File: src/rtl/svtime_pkg.sv
// Shared types and defaults for the svtime host-time scheduler.
package svtime_pkg;
  typedef enum logic [0:0] {IDLE = 1'b0, FETCH = 1'b1} sched_state_e;
  typedef logic [63:0] epoch_t;
  localparam int SCHED_MAX_AGE = 1000;
  localparam int SCHED_TIMEOUT = 64;
endpackage

File: src/rtl/svtime_rr_arb.sv
// Combinational round-robin picker: first eligible requester at or after ptr.
module svtime_rr_arb #(
  parameter  int N_REQ = 4,
  localparam int IDX_W = $clog2(N_REQ)
) (
  input  logic [N_REQ-1:0] req,
  input  logic [N_REQ-1:0] mask,
  input  logic [IDX_W-1:0] ptr,
  output logic [N_REQ-1:0] win,
  output logic [IDX_W-1:0] win_idx,
  output logic             any_valid
);
  logic [N_REQ-1:0] elig;
  logic [IDX_W:0]   cand;

  assign elig = req & ~mask;

  always_comb begin
    win       = '0;
    win_idx   = '0;
    any_valid = 1'b0;
    cand      = '0;
    for (int k = 0; k < N_REQ; k++) begin
      cand = {1'b0, ptr} + (IDX_W+1)'(k);
      if (cand >= (IDX_W+1)'(N_REQ)) cand = cand - (IDX_W+1)'(N_REQ);
      if (!any_valid && elig[cand[IDX_W-1:0]]) begin
        any_valid              = 1'b1;
        win_idx                = cand[IDX_W-1:0];
        win[cand[IDX_W-1:0]]   = 1'b1;
      end
    end
  end
endmodule

File: src/rtl/svtime_query_sched.sv
// Shares one host-time source among N_REQ requesters through an aging cache,
// refetching only when the cached epoch is older than MAX_AGE cycles.
module svtime_query_sched
  import svtime_pkg::*;
#(
  parameter  int N_REQ   = 4,
  parameter  int MAX_AGE = SCHED_MAX_AGE,
  parameter  int TIMEOUT = SCHED_TIMEOUT,
  parameter  int EPOCH_W = 64,
  localparam int IDX_W   = $clog2(N_REQ)
) (
  input  logic               clk,
  input  logic               rst_n,
  input  logic [N_REQ-1:0]   req_i,
  output logic [N_REQ-1:0]   gnt_o,
  output logic               rsp_valid_o,
  output logic [IDX_W-1:0]   rsp_id_o,
  output logic [EPOCH_W-1:0] rsp_epoch_o,
  output logic [31:0]        rsp_age_o,
  output logic               rsp_stale_o,
  output logic               src_req_o,
  input  logic               src_ack_i,
  input  logic [EPOCH_W-1:0] src_epoch_i,
  output logic               cache_valid_o,
  output logic [31:0]        fetch_count_o,
  output logic               timeout_o
);
  localparam logic [31:0] AGE_MAX = 32'(MAX_AGE);
  localparam logic [31:0] TO_LAST = 32'(TIMEOUT - 1);

  sched_state_e       state;
  logic [IDX_W-1:0]   ptr, win_idx, ptr_nxt;
  logic [N_REQ-1:0]   win;
  logic               any_valid, stale, need_fetch, degraded;
  logic [31:0]        age, tcnt;
  logic [EPOCH_W-1:0] cache;

  // Last cycle's grant masks its owner so a falling req_i is not served twice.
  svtime_rr_arb #(.N_REQ(N_REQ)) u_arb (
    .req       (req_i),
    .mask      (gnt_o),
    .ptr       (ptr),
    .win       (win),
    .win_idx   (win_idx),
    .any_valid (any_valid)
  );

  assign stale   = !cache_valid_o || (age >= AGE_MAX);
  // After a timeout, serve the degraded cache until it ages out again.
  assign need_fetch = degraded ? (age >= AGE_MAX) : stale;
  assign ptr_nxt = (win_idx == IDX_W'(N_REQ - 1)) ? '0 : win_idx + 1'b1;

  always_ff @(posedge clk) begin
    if (!rst_n) begin
      state         <= IDLE;
      ptr           <= '0;
      age           <= '0;
      tcnt          <= '0;
      cache         <= '0;
      degraded      <= 1'b0;
      gnt_o         <= '0;
      rsp_valid_o   <= 1'b0;
      rsp_id_o      <= '0;
      rsp_epoch_o   <= '0;
      rsp_age_o     <= '0;
      rsp_stale_o   <= 1'b0;
      src_req_o     <= 1'b0;
      cache_valid_o <= 1'b0;
      fetch_count_o <= '0;
      timeout_o     <= 1'b0;
    end else begin
      gnt_o       <= '0;
      rsp_valid_o <= 1'b0;
      if (age < AGE_MAX) age <= age + 32'd1;
      case (state)
        IDLE: begin
          if (any_valid) begin
            if (need_fetch) begin
              state     <= FETCH;
              src_req_o <= 1'b1;
              tcnt      <= '0;
            end else begin
              gnt_o       <= win;
              rsp_valid_o <= 1'b1;
              rsp_id_o    <= win_idx;
              rsp_epoch_o <= cache_valid_o ? cache : '0;
              rsp_age_o   <= age;
              rsp_stale_o <= degraded;
              ptr         <= ptr_nxt;
            end
          end
        end
        FETCH: begin
          // An ack on the final timeout cycle still counts as success.
          if (src_ack_i) begin
            cache         <= src_epoch_i;
            cache_valid_o <= 1'b1;
            age           <= '0;
            degraded      <= 1'b0;
            fetch_count_o <= fetch_count_o + 32'd1;
            src_req_o     <= 1'b0;
            state         <= IDLE;
          end else if (tcnt == TO_LAST) begin
            src_req_o <= 1'b0;
            timeout_o <= 1'b1;
            degraded  <= 1'b1;
            age       <= '0;
            state     <= IDLE;
          end else begin
            tcnt <= tcnt + 32'd1;
          end
        end
        default: state <= IDLE;
      endcase
    end
  end
endmodule
File: config.mk
export PLATFORM = sky130hd
export DESIGN_NAME = svtime_query_sched
export DESIGN_NICKNAME = d
export VERILOG_FILES = /design/src/rtl/svtime_pkg.sv /design/src/rtl/svtime_rr_arb.sv /design/src/rtl/svtime_query_sched.sv
export SDC_FILE = /design/constraint.sdc
export NUM_CORES = 1
export LEC_CHECK = 0
export ABC_CLOCK_PERIOD_IN_PS = 3280
export CORE_UTILIZATION = 53
export CTS_BUF_LIST = sky130_fd_sc_hd__clkbuf_8
export CTS_CLUSTER_SIZE = 8
export DETAILED_ROUTE_END_ITERATION = 6
export MAX_ROUTING_LAYER = met4
export PLACE_DENSITY = 0.83
export SLEW_MARGIN = 20
export SYNTH_ARGS = -nofsm -noshare
export SYNTH_HDL_FRONTEND = slang
export SYNTH_SLANG_ARGS = --single-unit
File: constraint.sdc
create_clock -name clk -period 3.28 [get_ports clk]
set_input_delay 0.984 -clock clk [delete_from_list [all_inputs] [get_ports clk]]
set_output_delay 0.984 -clock clk [all_outputs]
set_load 0.02 [all_outputs]
==> results of run 1 <==
cells in the mapped netlist, types with 3 or more instances:
master,number
xor2_1,43
o21ai_0,9
or2_2,3
buf_2,14
ha_1,9
nor2_1,84
buf_1,3
and4_1,7
clkbuf_1,41
nand2b_1,6
a21oi_1,100
a31oi_1,3
and3_1,56
nand2_1,197
nor2b_1,6
inv_1,11
buf_6,7
o211ai_1,3
nor3_1,12
nor4_1,14
xnor2_1,14
or3_1,11
a22o_1,64
a222oi_1,4
dfxtp_1,271
nand3_1,32
nand4_1,24
and2_1,6
worst max-delay path, cell delays in order (launching register included):
cell and delay (ns):
dfxtp_1 0.51, inv_1 0.22, ha_1 0.47, mux4_2 0.34, nor2b_1 0.16, or2_2 0.28, o21a_1 0.20, ha_1 0.21
nor4_1 0.30, o21a_1 0.14
flip-flops by register name (all words and copies together), names as in the netlist:
register	cells
rsp_id_o	2
rsp_stale_o	1
cache_valid_o	1
degraded	1
cache	64
src_req_o	1
ptr	2
state	1
tcnt	32
timeout_o	1
fetch_count_o	32
rsp_valid_o	1
rsp_age_o	32
rsp_epoch_o	64
gnt_o	4
age	32
placed cells by master (no fill, tap or decap), types with 12 or more instances in the layout:
cell / synthesis / layout
nor2_1: 84 / 83
nor4_1: 14 / 14
buf_4: 1 / 25
nor3_1: 12 / 12
clkbuf_8: 0 / 49
dfxtp_1: 271 / 271
and3_1: 56 / 55
nand2_1: 197 / 196
inv_1: 11 / 25
xor2_1: 43 / 43
xnor2_1: 14 / 14
a21oi_1: 100 / 100
a22o_1: 64 / 64
nand3_1: 32 / 32
clkdlybuf4s50_1: 0 / 209
nand4_1: 24 / 24
stage by stage:
stage               setup slack [ns]  area [um2]  setup TNS (ns)  hold WS (ns)  power (mW)
finish                        0.3908       13120               0        0.4501       6.504
CTS                           0.3974       13120               0        0.4544       6.534
floorplan                     0.2705        9938               0        0.4360       3.721
global route                  0.2430       13120               0        0.4712       6.738
detailed placement          -0.08467       12360        -0.08467        0.4441       3.960
global placement            -0.02170       12360        -0.02170        0.4404       3.947
kinds of logic (layout without fill, tap and decap cells):
kind of cell               Yosys count  after routing  share of synthesized area [%]
xor gates and xnor gates            57             57                          5.023
AOI/OAI and AO/OA                  197            197                          13.22
buffers and inverters               77            322                          3.651
adders and majority gates            9              9                          1.133
muxes                                2              2                         0.4532
and+or+nand+nor                    464            464                          21.93
DFF                                271            271                          54.59
metal layers:
layer,share of wire [%],vias up
met1,43,3976
met2,47,273
met3,6.6,53
li1,-,4164
met5,0,-
met4,3.3,0
where the power goes:
group          internal, mW  switching, mW  leakage, nW  total, mW
logic                 0.227          0.273         2.37      0.500
clock network          1.35           1.26        0.440       2.61
registers              3.35         0.0459         2.19       3.40
cell type report:
| class | instances | area (um2) | area share, % |
|---|---|---|---|
| clock buffers | 49 | 674.4 | 5.140 |
| clock inverters | 20 | 88.84 | 0.6770 |
| inverters | 11 | 43.79 | 0.3337 |
| multi-input cells | 729 | 4163 | 31.73 |
| flip-flops and latches | 271 | 5425 | 41.35 |
| well taps | 229 | 286.5 | 2.184 |
| repair buffers | 242 | 2440 | 18.59 |
path summary, 6_finish.rpt:
path / depth (start not counted) / start / slack (ns) / to
max: 9 / ptr[0] / 0.39 / ptr[0]
min: 2 / rsp_id_o[1] / 0.45 / rsp_id_o[1]
min reg2reg: 2 / rsp_id_o[1] / 0.45 / rsp_id_o[1]
max reg2reg: 9 / ptr[0] / 0.39 / ptr[0]
==> flow_metrics.py, run 1 <==
metrics = {
    "clock_tree": {
        "root_buffer": "clkbuf_8",
        "clkSinkCount": 271,
        "htreeDepth": 2,
        "clockBufferDepth": 3,
        "clock_latency_ns": 0.56,
        "cts_resized": 0,
        "tritoncts": "yes",
        "cts-buffers-inserted": 43,
        "ctsHoldBuffers": 0,
        "post_cts_buffers": 0,
        "clk_pin_slew_ns": 0.06,
    },
    "synth": {
        "synth_top_flop_cell": "dfxtp_1",
        "ys_warn_count": 0,
        "yosysSeqAreaShare_pct": 54.59,
        "yosysTopAreaCell": "dfxtp_1",
        "synth_cells": 1077,
        "synth-edff-count": 0,
        "ys_types": 47,
        "async_reset_ff_share_pct": 0,
        "synth_area_per_cell_um2": 9.228,
        "synth-seq-cells": 271,
        "syn-num-nets": 1157,
        "synth_area_leaders": "dfxtp_1, nand2_1, a22o_1",
        "yosysTopAreaCellShare_pct": 54.59,
        "syn-cell-area_um2": 9938,
    },
    "setup_path": {
        "end_kind": "flip-flop",
        "cp_data_arrival_time_ns": 3.39,
        "cp_data_required_time_ns": 3.78,
        "cp-start-kind": "flip-flop",
        "path_class": "reg -> reg",
        "path_max_fanout": 9,
    },
    "hold_path": {
        "hold_class": "reg -> reg",
    },
    "timing": {
        "fin_crit_ns": 2.889,
        "max_slew_margin_pct": 45.38,
        "final_min_period_over_clock_period_pct": 88.08,
        "finalHoldViolations": 0,
        "setup_viol": 0,
        "tightest_slew_ns": 0.8118,
        "fmax_ghz": 0.3461,
        "fin_skew_ns": 0.02694,
        "rsz0062_at_grt": "no",
        "drv_slew": 0,
    },
    "global_routing": {
        "grt_max_degree": 66,
        "grt_pass1_wl_um": 40140,
        "track_usage_pct": 26.26,
        "met2_usage_pct": 40.88,
        "grt_overflow": 0,
        "gr-usage-met1_pct": 33.21,
        "grt_antenna_before_repair": 0,
        "grtUsageMet3_pct": 5.456,
        "top_usage_layer": "met2",
        "grt_pass1_vias": 7988,
    },
    "pwr": {
        "power_leakage_nw": 4.999,
        "p_per_area_nw_per_um2": 495.7,
        "peakVddDrop_mv": 0.3212,
    },
    "drt": {
        "vias": 8466,
        "drtIter0Drc": 505,
        "drtAntennaViolNets": 0,
        "drc": 21,
        "first_pass_iters": 7,
        "wl_um": 24900,
        "post_drt_wl_per_cell_um": 16.05,
        "drt-vias-per-instance": 5.458,
    },
    "floorplanning": {
        "rows": 49,
        "fp.dieW_um": 138.9,
        "core-area_um2": 18150,
        "io_pins": 210,
        "die_area_um2": 19300,
        "initial_utilization_pct": 54.76,
        "die_height_um": 138.9,
    },
    "finish": {
        "layout.cells.non_filler": 1551,
        "final_layout_size_suffix_gt1_share_pct": 7.867,
        "diodes": 0,
        "syn2layout_area_growth_pct": 32.03,
        "fin_util_pct": 72.30,
        "fin_nets": 1378,
        "fillCellCount": 1337,
    },
    "placed_design": {
        "port_buffers": 209,
        "place_hpwl_um": 16550,
        "placedCellCount": 1482,
        "gp_congestion": 0.8732,
    },
    "outcome": {
        "status": "finished with violations",
        "violations": "design-rule violations",
    },
    "run": {
        "drv_cap": 0,
    },
}
Note: power is estimated with default switching activity, not from simulation.
==> run 2: changes to the inputs <==
Settings changed: PLACE_DENSITY 0.83 to 0.82, SYNTH_HIERARCHICAL from default to 1, TNS_END_PERCENT from default to 50.
==> run 2 against run 1 <==
Effect of this change: the run now ends clean; flip-flop and latch count stayed put; utilization is 0.76 points lower; register-to-register slack worse by 0.05 ns; critical path depth is 2 higher; wire length is 0.32% higher; power is 0.86% higher; clock power is 2% lower; first-iteration DRC count is 15% higher; die area is 2.2% higher; design area is 2.3% higher; combinational power is 19% higher; sequential share of layout area is 0.94 points lower; largest cell class unchanged; largest power group unchanged.
==> flow_metrics.py, run 2 <==
metrics = {
    "outcome": {
        "status": "finished, final reports clean",
    },
    "pwr": {
        "peakVddDrop_mv": 0.2954,
        "power_mw": 6.560,
        "power_leakage_nw": 5.166,
        "p_per_area_nw_per_um2": 488.5,
    },
    "clock_tree": {
        "ctsHoldBuffers": 0,
        "cts_resized": 0,
        "clk_pin_slew_ns": 0.06,
        "root_buffer": "clkbuf_8",
        "clockBufferDepth": 3,
        "tritoncts": "yes",
        "clock_latency_ns": 0.54,
        "htreeDepth": 2,
        "post_cts_buffers": 0,
        "cts-buffers-inserted": 43,
        "clkSinkCount": 271,
    },
    "floorplanning": {
        "initial_utilization_pct": 54.16,
        "die_height_um": 140.5,
        "rows": 50,
        "die_area_um2": 19740,
        "fp.dieW_um": 140.5,
        "core-area_um2": 18770,
        "io_pins": 210,
    },
    "synth": {
        "synth-seq-cells": 271,
        "yosysTopAreaCellShare_pct": 53.37,
        "synth_most_common_cell": "dfxtp_1",
        "synth-edff-count": 0,
        "synth_area_per_cell_um2": 9.317,
        "yosysSeqAreaShare_pct": 53.37,
        "async_reset_ff_share_pct": 0,
        "synth_top_flop_cell": "dfxtp_1",
        "yosysTopAreaCell": "dfxtp_1",
        "ys_types": 57,
        "synthTopCellsByCount": "dfxtp_1, nand2_1, a21oi_1, nor2_1",
        "ys_warn_count": 6,
        "syn-num-nets": 1174,
        "synth_area_leaders": "dfxtp_1, nand2_1, a22o_1",
        "synth_cells": 1091,
        "syn-cell-area_um2": 10160,
    },
    "drt": {
        "drtAntennaViolNets": 0,
        "first_pass_iters": 7,
        "wl_um": 24980,
        "post_drt_wl_per_cell_um": 15.82,
        "vias": 8660,
        "drtIter0Drc": 579,
        "drt-vias-per-instance": 5.484,
        "drc": 0,
    },
    "finish": {
        "fillCellCount": 1379,
        "diodes": 0,
        "top_regs": "cache (64), rsp_epoch_o (64)",
        "syn2layout_area_growth_pct": 32.09,
        "final_layout_size_suffix_gt1_share_pct": 9.071,
        "layout.cells.non_filler": 1579,
        "fin_nets": 1406,
        "fin_area_um2": 13430,
        "mostFrequentLayoutCell": "dfxtp_1",
        "fin_util_pct": 71.54,
        "layout_common_cells": "dfxtp_1, clkdlybuf4s50_1, nand2_1",
    },
    "timing": {
        "rsz0062_at_grt": "no",
        "drv_slew": 0,
        "fin_crit_ns": 3.105,
        "final_min_period_over_clock_period_pct": 94.66,
        "setup_tns_ns": 0,
        "tightest_slew_ns": 0.7114,
        "finalHoldViolations": 0,
        "max_slew_margin_pct": 52.57,
        "fin_skew_ns": 0.02880,
        "setup_viol": 0,
        "setup_slack_ns": 0.1752,
        "holdWs_ns": 0.4524,
        "fmax_ghz": 0.3221,
    },
    "setup_path": {
        "cp-start-kind": "input pin",
        "r2r_slack_ns": 0.34,
        "r2r-end": "rsp_epoch_o[8]",
        "path_max_fanout": 38,
        "end_kind": "flip-flop",
        "rr_worst_depth": 10,
        "cp_data_arrival_time_ns": 3.58,
        "path_class": "in -> reg",
        "r2r_start": "ptr[1]",
        "cp_data_required_time_ns": 3.75,
    },
    "global_routing": {
        "grt_pass1_wl_um": 40090,
        "grt_antenna_before_repair": 0,
        "grt_max_degree": 84,
        "track_usage_pct": 25.56,
        "grt_overflow": 0,
        "grt_pass1_vias": 8209,
    },
    "hold_path": {
        "hold_depth": 1,
        "hold_class": "reg -> reg",
        "min_from": "cache[17]",
        "worstHoldEndpoint": "rsp_epoch_o[17]",
    },
    "placed_design": {
        "place_area_um2": 12680,
        "placedCellCount": 1512,
        "gp_congestion": 0.8879,
        "dp_worst_setup_slack_ns": -0.3407,
        "place_hpwl_um": 16820,
        "port_buffers": 209,
    },
    "run": {
        "drv_cap": 0,
    },
}
==> run 2: worst max path at each step <==
stage / end / cells past startpoint / startpoint / slack (ns)
floorplan: rsp_epoch_o[10] / 15 / ptr[1] / 0.03
global placement: rsp_epoch_o[4] / 11 / req_i[2] / -0.27
detailed placement: rsp_epoch_o[34] / 11 / req_i[0] / -0.34
CTS: rsp_epoch_o[6] / 11 / req_i[0] / 0.20
global route: rsp_epoch_o[56] / 11 / req_i[0] / 0.06
finish: rsp_epoch_o[8] / 11 / req_i[0] / 0.18
==> run 2: metal layers <==
metal	vias up	share of wire [%]	track usage (%)
li1	4249	-	-
met1	4083	44	31.66
met2	278	47	41.16
met3	50	6.1	5.470
met4	0	2.5	9.268
met5	-	0	-
==> run 2: critical path, stage by stage <==
cell and delay, ns:
clkdlybuf4s50_1 0.47, nor2b_1 0.22, mux4_2 0.30, and4b_1 0.21
nand2_1 0.06, or2_1 0.10, nand2b_1 0.10, nor3_2 0.41
and3_2 0.32, buf_12 0.21, a22o_1 0.15
==> run 2: cell type report <==
class	count	area [um2]	share of cell area [%]
timing repair buffer	252	2515	18.73
clock inverter	19	85.08	0.6337
inverter	7	27.53	0.2050
clock buffer	48	660.6	4.920
tap	234	292.8	2.181
sequential	271	5425	40.41
multi-input combinational	748	4420	32.92
==> run 2: logic make-up (layout without fill, tap and decap cells) <==
logic type / count (synthesis) / count (layout) / synth area share (%)
compound gates: 199 / 199 / 12.75
fa+ha+maj: 12 / 12 / 1.477
simple gates: 474 / 474 / 23.33
xor+xnor: 60 / 60 / 5.170
mux: 3 / 3 / 0.6646
flops: 271 / 271 / 53.37
buf+inv: 72 / 326 / 3.237
==> run 2: report_power, final <==
| group | switching [mW] | leakage, nW | total (mW) | internal, mW |
|---|---|---|---|---|
| registers | 0.0455 | 2.19 | 3.40 | 3.36 |
| logic | 0.330 | 2.54 | 0.595 | 0.265 |
| clock network | 1.24 | 0.435 | 2.56 | 1.33 |
==> run 3: changes to the inputs <==
Settings changed: CORE_UTILIZATION 53 to 42, PLACE_DENSITY 0.82 to 0.68.
==> run 3 against run 2 <==
Effect of this change: sequential power hardly changed; via count decreased by 1.1%; utilization is 14 points lower; power rose by 3.3%; sequential share of layout area decreased by 0.79 points; largest power group unchanged; critical path type unchanged; clock power grew 8%; wire length grew 1.8%; hold slack worse by 0.00095 ns; combinational power increased by 3%; register-to-register slack gained 0.05 ns.
==> flow_metrics.py, run 3 (synthesis gave the netlist of run 2 again) <==
metrics = {
    "clock_tree": {
        "root_buffer": "clkbuf_8",
        "clkSinkCount": 271,
        "clock_latency_ns": 0.55,
        "clk_pin_slew_ns": 0.06,
        "htreeDepth": 2,
        "clockBufferDepth": 3,
        "post_cts_buffers": 0,
        "cts-buffers-inserted": 44,
        "tritoncts": "yes",
        "ctsHoldBuffers": 0,
        "cts_resized": 0,
    },
    "pwr": {
        "power_mw": 6.779,
        "peakVddDrop_mv": 0.3607,
        "switchingPower_mw": 1.647,
        "power_frac_comb_pct": 9.0,
        "p_sw_share_pct": 24.30,
        "power_frac_seq_pct": 50.2,
        "p_per_area_nw_per_um2": 495.1,
        "clkPwrFrac_pct": 40.7,
        "power_leakage_nw": 5.247,
        "intPower_mw": 5.132,
    },
    "setup_path": {
        "end_kind": "flip-flop",
        "r2r-end": "rsp_epoch_o[30]",
        "rr_worst_depth": 11,
        "startpoint": "req_i[1]",
        "r2r_start": "ptr[1]",
        "path_class": "in -> reg",
        "cp_data_required_time_ns": 3.70,
        "crit_chain": "clkdlybuf4s50_1 > nor2b_1 > mux4_2 > and4b_1 > nand2_1 > or2_1 > nand2b_1 > nor3_2 > and3_2 > buf_12 > a22o_1",
        "setup.worst_path.end": "rsp_epoch_o[30]",
        "cpMaxStageDelayCell": "mux4_2",
        "path_max_fanout": 64,
        "cp_data_arrival_time_ns": 3.50,
        "r2r_slack_ns": 0.39,
        "cpPeakStageDelay_ns": 0.48,
        "cp-start-kind": "input pin",
    },
    "hold_path": {
        "min_from": "cache[54]",
        "hold_class": "reg -> reg",
    },
    "finish": {
        "fin_nets": 1412,
        "top_regs": "cache (64), rsp_epoch_o (64)",
        "final_layout_size_suffix_gt1_share_pct": 9.823,
        "syn2layout_area_growth_pct": 34.71,
        "fin_util_pct": 57.99,
        "mostFrequentLayoutCell": "dfxtp_1",
        "layout_common_cells": "dfxtp_1, clkdlybuf4s50_1, nand2_1",
    },
    "global_routing": {
        "grt_pass1_wl_um": 40700,
        "track_usage_pct": 21.00,
        "grt_overflow": 0,
        "grt_max_degree": 69,
        "grt_antenna_before_repair": 0,
        "grt_pass1_vias": 8099,
    },
    "drt": {
        "post_drt_wl_per_cell_um": 15.19,
        "first_pass_iters": 5,
        "vias": 8566,
        "drtAntennaViolNets": 0,
        "drt-vias-per-instance": 5.117,
        "drc": 0,
        "wl_um": 25430,
        "drtIter0Drc": 479,
    },
    "outcome": {
        "status": "finished, final reports clean",
    },
    "timing": {
        "fin_crit_ns": 3.076,
        "tightest_slew_ns": 0.7659,
        "drv_slew": 0,
        "setup_viol": 0,
        "fin_skew_ns": 0.02311,
        "holdWs_ns": 0.4514,
        "rsz0062_at_grt": "no",
        "setup_slack_ns": 0.2040,
        "max_slew_margin_pct": 48.94,
        "finalHoldViolations": 0,
        "fmax_ghz": 0.3251,
        "final_min_period_over_clock_period_pct": 93.78,
    },
    "placed_design": {
        "place_hpwl_um": 17050,
        "dp_worst_setup_slack_ns": -0.2997,
        "gp_congestion": 0.8430,
        "port_buffers": 209,
    },
    "floorplanning": {
        "rows": 56,
        "die_height_um": 157.6,
        "core-area_um2": 23610,
        "die_area_um2": 24830,
        "fp.dieW_um": 157.6,
        "io_pins": 210,
        "initial_utilization_pct": 43.05,
    },
    "run": {
        "drv_cap": 0,
    },
}
-- run 3: cell count changes in the layout (fill, tap and decap cells not counted), sizes merged --
cell      before  now
buf           43   48
clkbuf        48   55
clkinv         5    4
clkinvlp       1    0
diode          0    1
inv           20   19
-- run 3: area by class of cell --
| type | count | area [um2] |
|---|---|---|
| fillers | 2089 | 9920 |
| repair buffers | 257 | 2590 |
| clock inverters | 16 | 70.07 |
| clock buffers | 55 | 757.0 |
| well taps | 319 | 399.1 |
| inverters | 7 | 28.78 |
| multi-input cells | 748 | 4420 |
| diodes | 1 | 2.502 |
| flip-flops and latches | 271 | 5425 |
-- run 3: how the worst min path moves through the flow --
| stage | to | slack, ns | cells past startpoint |
|---|---|---|---|
| after CTS | cache[54] | 0.45 | 2 |
| final | cache[54] | 0.45 | 2 |
| after global placement | cache[49] | 0.44 | 2 |
| after detailed placement | cache[54] | 0.45 | 2 |
| after floorplan | cache[0] | 0.44 | 2 |
| after global routing | cache[24] | 0.47 | 2 |
-- run 3: power by group through the flow --
stage	logic (mW)	registers (mW)	clock network [mW]
5_1_grt	0.672	3.41	2.99
3_5_place_dp	0.613	3.48	0
4_1_cts	0.616	3.40	2.84
6_report	0.613	3.40	2.76
3_3_place_gp	0.608	3.47	0
2_1_floorplan	0.314	3.48	0
-- run 3: routing by layer --
layer / part of all wire [%] / wire length, um / track usage, %
met5: 0 / 0 / -
met4: 2.0 / 503 / 7.120
met3: 5.8 / 1472 / 4.243
met2: 46 / 11700 / 33.84
met1: 46 / 11760 / 26.24
-- run 3: critical path: cells and delay by family --
kind | cells | cell delay, ns
and+or+nand+nor | 7 | 1.14
buffers and inverters | 2 | 0.60
muxes | 1 | 0.48
AOI/OAI and AO/OA | 1 | 0.23
-- run 3: per-stage QoR --
| stage | instances | area [um2] | TNS (ns) |
|---|---|---|---|
| CTS | 1673 | 13690 | 0 |
| global route | 1673 | 13690 | 0 |
| finish | 1674 | 13690 | 0 |
| detailed placement | 1602 | 12860 | -22.46 |
| floorplan | 1091 | 10160 | 0 |
| global placement | 1602 | 12860 | -16.61 |
